==> config.mk <==
export PLATFORM = sky130hd
export DESIGN_NAME = cdc_mmio_bridge
export DESIGN_NICKNAME = d
export VERILOG_FILES = /design/src/rtl/cdc_mmio_bridge_pkg.sv /design/src/rtl/cdc_mmio_bridge_sync_fifo.sv /design/src/rtl/cdc_mmio_bridge.sv
export SDC_FILE = /design/constraint.sdc
export NUM_CORES = 1
export LEC_CHECK = 0
export CAP_MARGIN = 20
export CELL_PAD_IN_SITES_DETAIL_PLACEMENT = 1
export CELL_PAD_IN_SITES_GLOBAL_PLACEMENT = 1
export CORE_MARGIN = 2
export CORE_UTILIZATION = 55
export CTS_CLUSTER_DIAMETER = 30
export DETAILED_ROUTE_END_ITERATION = 8
export GPL_ROUTABILITY_DRIVEN = 0
export GPL_TIMING_DRIVEN = 1
export HOLD_SLACK_MARGIN = 0.03
export PLACE_DENSITY = 0.88
export SYNTH_ARGS = -nofsm -noshare
export SYNTH_HDL_FRONTEND = slang
export SYNTH_SLANG_ARGS = --single-unit
==> constraint.sdc <==
create_clock -name clk_i -period 4 [get_ports clk_i]
set_input_delay 0.6 -clock clk_i [delete_from_list [all_inputs] [get_ports clk_i]]
set_output_delay 0.6 -clock clk_i [all_outputs]
set_load 0.05 [all_outputs]
==> src/rtl/cdc_mmio_bridge_pkg.sv <==
// Shared constants for the CPU-side MMIO bridge to the USB CDC byte streams.
package cdc_mmio_bridge_pkg;

  // Word register indices on addr_i
  typedef enum logic [1:0] {
    RegData   = 2'd0,
    RegStatus = 2'd1,
    RegCtrl   = 2'd2,
    RegLevel  = 2'd3
  } reg_idx_e;

  // STATUS bit positions
  localparam int unsigned StRxEmpty     = 0;
  localparam int unsigned StRxFull      = 1;
  localparam int unsigned StTxEmpty     = 2;
  localparam int unsigned StTxFull      = 3;
  localparam int unsigned StTxOverflow  = 4;
  localparam int unsigned StRxUnderflow = 5;

  // CTRL field offsets
  localparam int unsigned CtrlRxIrqEn  = 0;
  localparam int unsigned CtrlTxIrqEn  = 1;
  localparam int unsigned CtrlRxThresh = 8;
  localparam int unsigned CtrlTxThresh = 16;

  // LEVEL field offsets
  localparam int unsigned LvlRx = 0;
  localparam int unsigned LvlTx = 16;

  // Marks a DATA read that actually returned a byte
  localparam int unsigned DataValidBit = 31;

endpackage

==> src/rtl/cdc_mmio_bridge_sync_fifo.sv <==
// Single-clock FIFO with first-word-fall-through head and an explicit level counter.
// Callers must not push when full or pop when empty.
module cdc_mmio_bridge_sync_fifo #(
  parameter int unsigned DATA_W     = 8,
  parameter int unsigned DEPTH_LOG2 = 4
) (
  input  logic                  clk_i,
  input  logic                  rstn_i,
  input  logic                  push_i,
  input  logic [DATA_W-1:0]     data_i,
  input  logic                  pop_i,
  output logic [DATA_W-1:0]     head_o,
  output logic [DEPTH_LOG2:0]   level_o,
  output logic                  full_o,
  output logic                  empty_o
);

  localparam int unsigned Depth = 1 << DEPTH_LOG2;
  localparam int unsigned PtrW  = DEPTH_LOG2;
  localparam int unsigned LvlW  = DEPTH_LOG2 + 1;

  logic [DATA_W-1:0] mem_q [Depth];
  logic [PtrW-1:0]   wptr_q, wptr_d;
  logic [PtrW-1:0]   rptr_q, rptr_d;
  logic [LvlW-1:0]   level_q, level_d;

  // Storage is not reset; pointers and level define what is valid
  always_ff @(posedge clk_i) begin
    if (push_i) begin
      mem_q[wptr_q] <= data_i;
    end
  end

  // Pointer and level next-state; simultaneous push and pop leaves level unchanged
  always_comb begin
    wptr_d  = wptr_q;
    rptr_d  = rptr_q;
    level_d = level_q;
    if (push_i) begin
      wptr_d = wptr_q + PtrW'(1);
    end
    if (pop_i) begin
      rptr_d = rptr_q + PtrW'(1);
    end
    if (push_i && !pop_i) begin
      level_d = level_q + LvlW'(1);
    end else if (!push_i && pop_i) begin
      level_d = level_q - LvlW'(1);
    end
  end

  // Pointer and level state
  always_ff @(posedge clk_i or negedge rstn_i) begin
    if (!rstn_i) begin
      wptr_q  <= '0;
      rptr_q  <= '0;
      level_q <= '0;
    end else begin
      wptr_q  <= wptr_d;
      rptr_q  <= rptr_d;
      level_q <= level_d;
    end
  end

  assign head_o  = mem_q[rptr_q];
  assign level_o = level_q;
  assign full_o  = (level_q == LvlW'(Depth));
  assign empty_o = (level_q == '0);

endmodule

==> src/rtl/cdc_mmio_bridge.sv <==
// MMIO bridge between the CPU load/store path and the USB CDC byte streams:
// RX FIFO (host to CPU), TX FIFO (CPU to host), status, sticky errors, threshold irqs.
module cdc_mmio_bridge
  import cdc_mmio_bridge_pkg::*;
#(
  parameter int unsigned DATA_W     = 8,
  parameter int unsigned DEPTH_LOG2 = 4
) (
  input  logic              clk_i,
  input  logic              rstn_i,
  input  logic              sel_i,
  input  logic              read_i,
  input  logic              write_i,
  input  logic [1:0]        addr_i,
  input  logic [31:0]       data_i,
  output logic [31:0]       data_o,
  output logic              rx_irq_o,
  output logic              tx_irq_o,
  output logic [DATA_W-1:0] in_data_o,
  output logic              in_valid_o,
  input  logic              in_ready_i,
  input  logic [DATA_W-1:0] out_data_i,
  input  logic              out_valid_i,
  output logic              out_ready_o
);

  localparam int unsigned LvlW = DEPTH_LOG2 + 1;

  reg_idx_e          reg_idx;
  logic              acc_wr, acc_rd;
  logic              data_wr, data_rd;

  logic [DATA_W-1:0] rx_head, tx_head;
  logic [LvlW-1:0]   rx_level, tx_level;
  logic              rx_full, rx_empty, tx_full, tx_empty;
  logic              rx_push, rx_pop, tx_push, tx_pop;

  logic [31:0]       data_q, data_d;
  logic [31:0]       rd_data;
  logic              tx_ovf_q, tx_ovf_d;
  logic              rx_unf_q, rx_unf_d;
  logic              rx_irq_en_q, rx_irq_en_d;
  logic              tx_irq_en_q, tx_irq_en_d;
  logic [LvlW-1:0]   rx_thresh_q, rx_thresh_d;
  logic [LvlW-1:0]   tx_thresh_q, tx_thresh_d;
  logic [LvlW-1:0]   rx_thresh_eff;
  logic              rx_irq_q, rx_irq_d;
  logic              tx_irq_q, tx_irq_d;
  logic              unused_data_i;

  // Write has priority: read+write in one cycle is a pure write
  assign reg_idx = reg_idx_e'(addr_i);
  assign acc_wr  = sel_i & write_i;
  assign acc_rd  = sel_i & read_i & ~write_i;
  assign data_wr = acc_wr & (reg_idx == RegData);
  assign data_rd = acc_rd & (reg_idx == RegData);

  assign unused_data_i = ^data_i;

  // Stream handshakes and FIFO strobes; fullness/emptiness are start-of-cycle values
  assign out_ready_o = ~rx_full;
  assign rx_push     = out_valid_i & ~rx_full;
  assign rx_pop      = data_rd & ~rx_empty;
  assign tx_push     = data_wr & ~tx_full;
  assign tx_pop      = ~tx_empty & in_ready_i;
  assign in_valid_o  = ~tx_empty;
  assign in_data_o   = tx_head;

  cdc_mmio_bridge_sync_fifo #(
    .DATA_W     (DATA_W),
    .DEPTH_LOG2 (DEPTH_LOG2)
  ) u_rx_fifo (
    .clk_i   (clk_i),
    .rstn_i  (rstn_i),
    .push_i  (rx_push),
    .data_i  (out_data_i),
    .pop_i   (rx_pop),
    .head_o  (rx_head),
    .level_o (rx_level),
    .full_o  (rx_full),
    .empty_o (rx_empty)
  );

  cdc_mmio_bridge_sync_fifo #(
    .DATA_W     (DATA_W),
    .DEPTH_LOG2 (DEPTH_LOG2)
  ) u_tx_fifo (
    .clk_i   (clk_i),
    .rstn_i  (rstn_i),
    .push_i  (tx_push),
    .data_i  (data_i[DATA_W-1:0]),
    .pop_i   (tx_pop),
    .head_o  (tx_head),
    .level_o (tx_level),
    .full_o  (tx_full),
    .empty_o (tx_empty)
  );

  // Read mux over the pre-edge register and FIFO state
  always_comb begin
    rd_data = '0;
    unique case (reg_idx)
      RegData: begin
        if (!rx_empty) begin
          rd_data[DataValidBit] = 1'b1;
          rd_data[DATA_W-1:0]   = rx_head;
        end
      end
      RegStatus: begin
        rd_data[StRxEmpty]     = rx_empty;
        rd_data[StRxFull]      = rx_full;
        rd_data[StTxEmpty]     = tx_empty;
        rd_data[StTxFull]      = tx_full;
        rd_data[StTxOverflow]  = tx_ovf_q;
        rd_data[StRxUnderflow] = rx_unf_q;
      end
      RegCtrl: begin
        rd_data[CtrlRxIrqEn]          = rx_irq_en_q;
        rd_data[CtrlTxIrqEn]          = tx_irq_en_q;
        rd_data[CtrlRxThresh +: LvlW] = rx_thresh_q;
        rd_data[CtrlTxThresh +: LvlW] = tx_thresh_q;
      end
      RegLevel: begin
        rd_data[LvlRx +: LvlW] = rx_level;
        rd_data[LvlTx +: LvlW] = tx_level;
      end
      default: rd_data = '0;
    endcase
  end

  // Register next-state: read data, sticky flags (set beats clear), CTRL, irqs
  always_comb begin
    data_d      = data_q;
    tx_ovf_d    = tx_ovf_q;
    rx_unf_d    = rx_unf_q;
    rx_irq_en_d = rx_irq_en_q;
    tx_irq_en_d = tx_irq_en_q;
    rx_thresh_d = rx_thresh_q;
    tx_thresh_d = tx_thresh_q;

    if (acc_rd) begin
      data_d = rd_data;
    end

    if (acc_wr && (reg_idx == RegStatus)) begin
      if (data_i[StTxOverflow]) begin
        tx_ovf_d = 1'b0;
      end
      if (data_i[StRxUnderflow]) begin
        rx_unf_d = 1'b0;
      end
    end
    if (data_wr && tx_full) begin
      tx_ovf_d = 1'b1;
    end
    if (data_rd && rx_empty) begin
      rx_unf_d = 1'b1;
    end

    if (acc_wr && (reg_idx == RegCtrl)) begin
      rx_irq_en_d = data_i[CtrlRxIrqEn];
      tx_irq_en_d = data_i[CtrlTxIrqEn];
      rx_thresh_d = data_i[CtrlRxThresh +: LvlW];
      tx_thresh_d = data_i[CtrlTxThresh +: LvlW];
    end

    // A zero RX threshold behaves as one so an empty FIFO never interrupts
    rx_thresh_eff = (rx_thresh_q == '0) ? LvlW'(1) : rx_thresh_q;
    rx_irq_d      = rx_irq_en_q & (rx_level >= rx_thresh_eff);
    tx_irq_d      = tx_irq_en_q & (tx_level <= tx_thresh_q);
  end

  // Register state
  always_ff @(posedge clk_i or negedge rstn_i) begin
    if (!rstn_i) begin
      data_q      <= '0;
      tx_ovf_q    <= 1'b0;
      rx_unf_q    <= 1'b0;
      rx_irq_en_q <= 1'b0;
      tx_irq_en_q <= 1'b0;
      rx_thresh_q <= LvlW'(1);
      tx_thresh_q <= '0;
      rx_irq_q    <= 1'b0;
      tx_irq_q    <= 1'b0;
    end else begin
      data_q      <= data_d;
      tx_ovf_q    <= tx_ovf_d;
      rx_unf_q    <= rx_unf_d;
      rx_irq_en_q <= rx_irq_en_d;
      tx_irq_en_q <= tx_irq_en_d;
      rx_thresh_q <= rx_thresh_d;
      tx_thresh_q <= tx_thresh_d;
      rx_irq_q    <= rx_irq_d;
      tx_irq_q    <= tx_irq_d;
    end
  end

  assign data_o   = data_q;
  assign rx_irq_o = rx_irq_q;
  assign tx_irq_o = tx_irq_q;

endmodule
==> flow_summary.ini, run 1 <==
[placement]
place_hpwl_mm = 20.4
port_buffers = 65

[floorplanning]
die_area_um2 = 25400
die_w_um = 159
dieHeight_um = 159
io-pin-count = 93
core_um2 = 23600
initial_utilization = 0.563
rows = 56

[clock_network]
cts_buffer_depth = 3
clock_latency_ns = 0.57
cts_setup_buffers = 0
htree_levels = 2
cts-resized-gates = 0
cts_sinks = 317
numCtsBuffers = 55
root_buffer = clkbuf_16
cts_hold_buffers = 0
clk_pin_slew_ns = 0.06
tritoncts = yes

[logic_synthesis]
syn_inst = 731
synth_edf_count = 256
synth_flop_cell = edfxtp_1
yosys_warnings = 0
ys_seq_area_frac = 0.693
yosysUniqueCellTypes = 48
synthDominantCellAreaShare = 0.578
synth_async_sr_flop_share = 0.192
syn_area_per_cell_um2 = 18.2
synth_top_area_cell = edfxtp_1
synth.area.top_cells = edfxtp_1 58%, dfrtp_1 11%, mux4_2 7.1%
syn-cell-area_um2 = 13300
synth-seq-cells = 317

[job]
cap_violations = 0

[worst_setup_path]
r2r.worst_path.cells = 11
crit_fanout = 35
startpoint_type = flip-flop
path_cells = buf_12 -> mux4_1 -> mux4_2 -> clkdlybuf4s50_1
setup.worst_path.class = reg2out
reg2reg_slack_ns = 0.69
cpPeakStageDelay_ns = 0.72
crit_arrival_ns = 3.15
critPathSlowestCell = clkdlybuf4s50_1
r2r-end = u_tx_fifo.level_o[4]
regToRegStartpoint = u_tx_fifo.level_o[0]
crit_required_ns = 3.40
critPathCaptureType = primary output

[pwr]
p_leak_nw = 5.89
pwr-share-comb = 0.243
ir_drop_uv = 607
switchingPower_w = 0.00405
powerDensity_nw_per_um2 = 781
p_int_w = 0.00871
clkPwrFrac = 0.411
p_seq_frac = 0.346
finalPower_w = 0.0128
switching_share = 0.318

[sta]
tightest_slew_ns = 1.21
min_period_ns = 3.75
hold_viol = 0
max_freq_mhz = 266
rsz0062_at_grt = no
setup_viol = 0
setup_tns_ns = 0
post-route-period-util = 0.938
finalMaxSlewViolations = 0
slew_headroom = 0.190
skew_ns = 0.0191
whs_ns = 0.177

[global_routing]
grt_max_degree = 37
grt_pass1_vias = 8445
grt-ovfl-total = 0
antenna_found_initial = 0
grt_pass1_wl_mm = 56.4
grt.total_usage = 0.305

[finish]
nets = 916
diodes = 0
area_growth_pct = 22.9
drive_above_1_share = 0.216

[route]
routed_via_density = 6.24
drt-pass1-iter-count = 5
post_drt_wl_per_cell_um = 31.4
totalWireLength_mm = 37.8
vias = 7512
postRouteAntennaNets = 0
drtIter0Drc = 788
drc = 0

[run_status]
run_status = complete, no violations

[worst_hold_path]
hold_class = in2async
## sequential cells by signal (all words and copies together), names as in the netlist
signal             count
u_rx_fifo.wptr_q       4
u_tx_fifo.mem_q      128
u_tx_fifo.rptr_q       4
tx_irq_o               1
tx_irq_en_q            1
u_rx_fifo.level_o      5
u_rx_fifo.rptr_q       4
rx_thresh_q            5
data_o                19
rx_unf_q               1
tx_thresh_q            5
rx_irq_o               1
tx_ovf_q               1
u_tx_fifo.level_o      5
rx_irq_en_q            1
u_rx_fifo.mem_q      128
u_tx_fifo.wptr_q       4
## logic make-up (layout without fill, tap and decap cells)
family                   Yosys count  after routing  share of synthesized area
adder cells (fa/ha/maj)           30             30                     0.0294
AND/OR/NAND/NOR                  126            126                     0.0449
buffers and inverters             69            210                     0.0275
flip-flops                       317            317                      0.693
XOR/XNOR                          20             20                     0.0132
other                              1             13                   0.000282
multiplexers                     107            107                      0.158
AO/OA/AOI/OAI                     61             61                     0.0331
## area by class of cell
cell class | count | area [um^2]
Sequential cell | 317 | 9220
Multi-Input combinational cell | 357 | 3770
Timing Repair Buffer | 85 | 816
Fill cell | 1897 | 7270
Clock buffer | 64 | 1460
Tap cell | 319 | 399
Clock inverter | 40 | 599
Inverter | 21 | 78.8
## per-layer routing
layer	vias to the layer above	GRT usage	wire length [um]
met3	102	0.0482	2010
met1	3955	0.359	13900
met4	0	0.132	1540
met2	373	0.556	20400
met5	-	0	0
li1	3082	-	-
## cells in the mapped netlist (all sizes together), types with 2 or more instances
cell type    n
mux2        16
a221o        2
buf         34
a21oi       10
nand2       51
ha          28
mux4        72
nor3         9
dfrtp       60
nand4        3
clkbuf      14
a32oi        2
fa           2
nor2        39
a22o         5
a2111oi      2
inv         21
o21ai       18
edfxtp     256
xor2         5
o31ai        2
mux2i       19
nor2b        4
o221ai       4
xnor2       15
o22ai        7
nand3        5
nor4         2
nand2b      10
a21o         4
## power groups by stage
stage | Combinational (W) | Clock [W] | Sequential, W
CTS | 0.00311 | 0.00527 | 0.00440
global placement | 0.00273 | 0 | 0.00436
global route | 0.00325 | 0.00539 | 0.00444
floorplan | 0.00206 | 0 | 0.00435
finish | 0.00310 | 0.00524 | 0.00442
detailed placement | 0.00292 | 0 | 0.00442
## through the flow
step	cells	area (um^2)	setup WS, ns	util
global placement	1097	14300	0.670	0.604
floorplan	743	13300	0.956	-
CTS	1201	16300	0.209	0.691
finish	1203	16300	0.247	0.692
detailed placement	1097	14300	0.528	0.604
global route	1203	16300	0.180	0.692
## critical path, delay by kind of cell (launching register included)
kind | cells | cell delay, ns
multiplexers | 2 | 1.21
buffers and inverters | 2 | 0.99
flip-flops | 1 | 0.38
## placed cells by master, fill, tap and decap left out, drive strengths merged, types with 2 or more instances in the layout
| master | instances |
|---|---|
| dfrtp | 60 |
| o21ai | 18 |
| a221o | 2 |
| nand2b | 10 |
| bufinv | 13 |
| xor2 | 5 |
| fa | 2 |
| clkbuf | 64 |
| clkinv | 14 |
| ha | 28 |
| nand3 | 5 |
| inv | 29 |
| a32oi | 2 |
| nor4 | 2 |
| clkinvlp | 5 |
| nor3 | 9 |
| xnor2 | 15 |
| mux2i | 19 |
| mux4 | 72 |
| buf | 21 |
| o31ai | 2 |
| o22ai | 7 |
| a2111oi | 2 |
| a21oi | 10 |
| nand2 | 51 |
| mux2 | 16 |
| o221ai | 4 |
| edfxtp | 256 |
| a21o | 4 |
| nor2 | 39 |
| a22o | 5 |
| nand4 | 3 |
| clkdlybuf4s50 | 64 |
| conb | 13 |
| nor2b | 4 |
## worst max-delay path by stage
stage	end	slack, ns	cells after the start	from
final	in_data_o[6]	0.25	4	u_tx_fifo.rptr_q[0]
after detailed placement	u_tx_fifo.level_o[4]	0.53	12	sel_i
after global placement	u_tx_fifo.level_o[4]	0.67	12	sel_i
after floorplan	u_rx_fifo.level_o[4]	0.96	11	u_rx_fifo.level_o[1]
after CTS	in_data_o[5]	0.21	4	u_tx_fifo.rptr_q[0]
after global routing	in_data_o[5]	0.18	4	u_tx_fifo.rptr_q[0]
No activity file was read; power rests on OpenSTA's default activity.
==> run 2, diff against run 1 <==
--- a/config.mk
+++ b/config.mk
@@ -8,6 +8,7 @@
 export CAP_MARGIN = 20
 export CELL_PAD_IN_SITES_DETAIL_PLACEMENT = 1
 export CELL_PAD_IN_SITES_GLOBAL_PLACEMENT = 1
+export CORE_ASPECT_RATIO = 0.8
 export CORE_MARGIN = 2
 export CORE_UTILIZATION = 55
 export CTS_CLUSTER_DIAMETER = 30
==> flow_summary.ini, run 2 (same netlist as run 1, synthesis figures left out) <==
[run_status]
run_status = complete, no violations

[sta]
skew_ns = 0.0188
setup_viol = 0
min_period_ns = 3.79
slew_headroom = 0.266
finalMaxSlewViolations = 0
post-route-period-util = 0.947
hold_viol = 0
max_freq_mhz = 264
whs_ns = 0.118
tightest_slew_ns = 1.10
rsz0062_at_grt = no
setup_tns_ns = 0
fin_ws_ns = 0.213

[clock_network]
tritoncts = yes
cts_hold_buffers = 0
cts_buffer_depth = 3
cts_sinks = 317
clock_latency_ns = 0.55
cts_setup_buffers = 0
clk_pin_slew_ns = 0.06
cts-resized-gates = 0
numCtsBuffers = 48
root_buffer = clkbuf_16
htree_levels = 2

[worst_setup_path]
critPathCaptureType = primary output
crit_buf_inv = 2
crit_fanout = 23
setup.worst_path.class = reg2out
cpPeakStageDelay_ns = 0.72
crit_required_ns = 3.40
regToRegStartpoint = u_tx_fifo.level_o[1]
path_cells = buf_4 -> mux4_1 -> mux4_2 -> clkdlybuf4s50_1
crit_arrival_ns = 3.19
critPathSlowestCell = clkdlybuf4s50_1
setup.worst_path.start = u_tx_fifo.rptr_q[0]
startpoint_type = flip-flop
crit_family = multiplexers

[floorplanning]
die_area_um2 = 25400
io-pin-count = 93
die_w_um = 178
dieHeight_um = 143
initial_utilization = 0.564
core_um2 = 23600
rows = 50

[finish]
final_common_cell = edfxtp_1
multi_input_area_um2 = 3760
area_growth_pct = 21.2
final_cell_mix = 256 x edfxtp_1, 62 x clkdlybuf4s50_1, 60 x dfrtp_1
nFillCells = 1925
nets = 927
diodes = 0
seq_area_um2 = 9220
drive_above_1_share = 0.221

[pwr]
finalPower_w = 0.0119
p_leak_nw = 5.79
powerDensity_nw_per_um2 = 738
ir_drop_uv = 429

[placement]
port_buffers = 65
dpl_worst_slack_ns = 0.509
place_hpwl_mm = 20.8

[global_routing]
antenna_found_initial = 0
grt-ovfl-total = 0
grt_pass1_wl_mm = 54.3
grt_max_degree = 36
grt.total_usage = 0.298
grt_pass1_vias = 8429

[job]
cap_violations = 0

[route]
totalWireLength_mm = 35.9
postRouteAntennaNets = 0
drt-met1-wl_mm = 14.1
dr_wl_met2_mm = 18.2
drc = 0
routed_via_density = 6.30
drt-pass1-iter-count = 5
drtIter0Drc = 718
vias = 7559
post_drt_wl_per_cell_um = 29.9
highest_layer = met4
dr_wl_met3_mm = 2.08

[worst_hold_path]
hold_class = in2async
## run 2: changes by cell type in the layout (fill, tap and decap cells not counted), sizes merged
cell | before | now
buf | 21 | 41
bufinv | 13 | 8
clkbuf | 64 | 51
clkdlybuf4s50 | 64 | 62
clkinv | 14 | 15
clkinvlp | 5 | 11
inv | 29 | 26
## run 2: report_power, final
group,internal [W],switching (W)
Sequential,0.00393,0.000460
Combinational,0.00129,0.00177
Clock,0.00283,0.00162
Total,0.00805,0.00385
## run 2: worst register-to-register path: stages, from the launching register on
cell	delay, ns
dfrtp_1	0.52
nor4_4	0.49
nand2b_1	0.27
nand2_1	0.25
ha_1	0.23
inv_1	0.13
fa_1	0.46
a21o_1	0.19
a21oi_1	0.19
xnor2_1	0.17
nor2_1	0.09
xor2_1	0.15
## run 2: stage by stage
step / instance area (um^2) / cells / util
6_report: 16100 / 1200 / 0.683
5_1_grt: 16100 / 1200 / 0.683
4_1_cts: 16100 / 1195 / 0.681
3_5_place_dp: 14300 / 1105 / 0.608
3_3_place_gp: 14300 / 1105 / 0.608
2_1_floorplan: 13300 / 743 / -
## run 2: final cells by class
class                      instances  share of cell area
sequential                       317               0.572
multi-input combinational        357               0.233
clock buffer                      51              0.0779
timing repair buffer             103              0.0584
clock inverter                    39              0.0297
tap                              312              0.0242
inverter                          21             0.00489
## run 2: worst paths after layout
path                                        end  slack (ns)  cells after the start
setup / recovery                   in_data_o[1]        0.21                      4
hold / removal              u_rx_fifo.wptr_q[0]        0.12                      1
setup reg to reg           u_tx_fifo.level_o[4]        0.73                     11
hold reg to reg                       data_o[9]        0.49                      2
max in group asynchronous  u_tx_fifo.level_o[4]        2.95                      2
min in group clk_i                    data_o[9]        0.49                      2
## run 2: per-layer routing
metal,vias to the layer above,GRT usage
li1,3098,-
met1,3986,0.383
met2,352,0.497
met3,123,0.0509
met4,0,0.146
met5,-,0
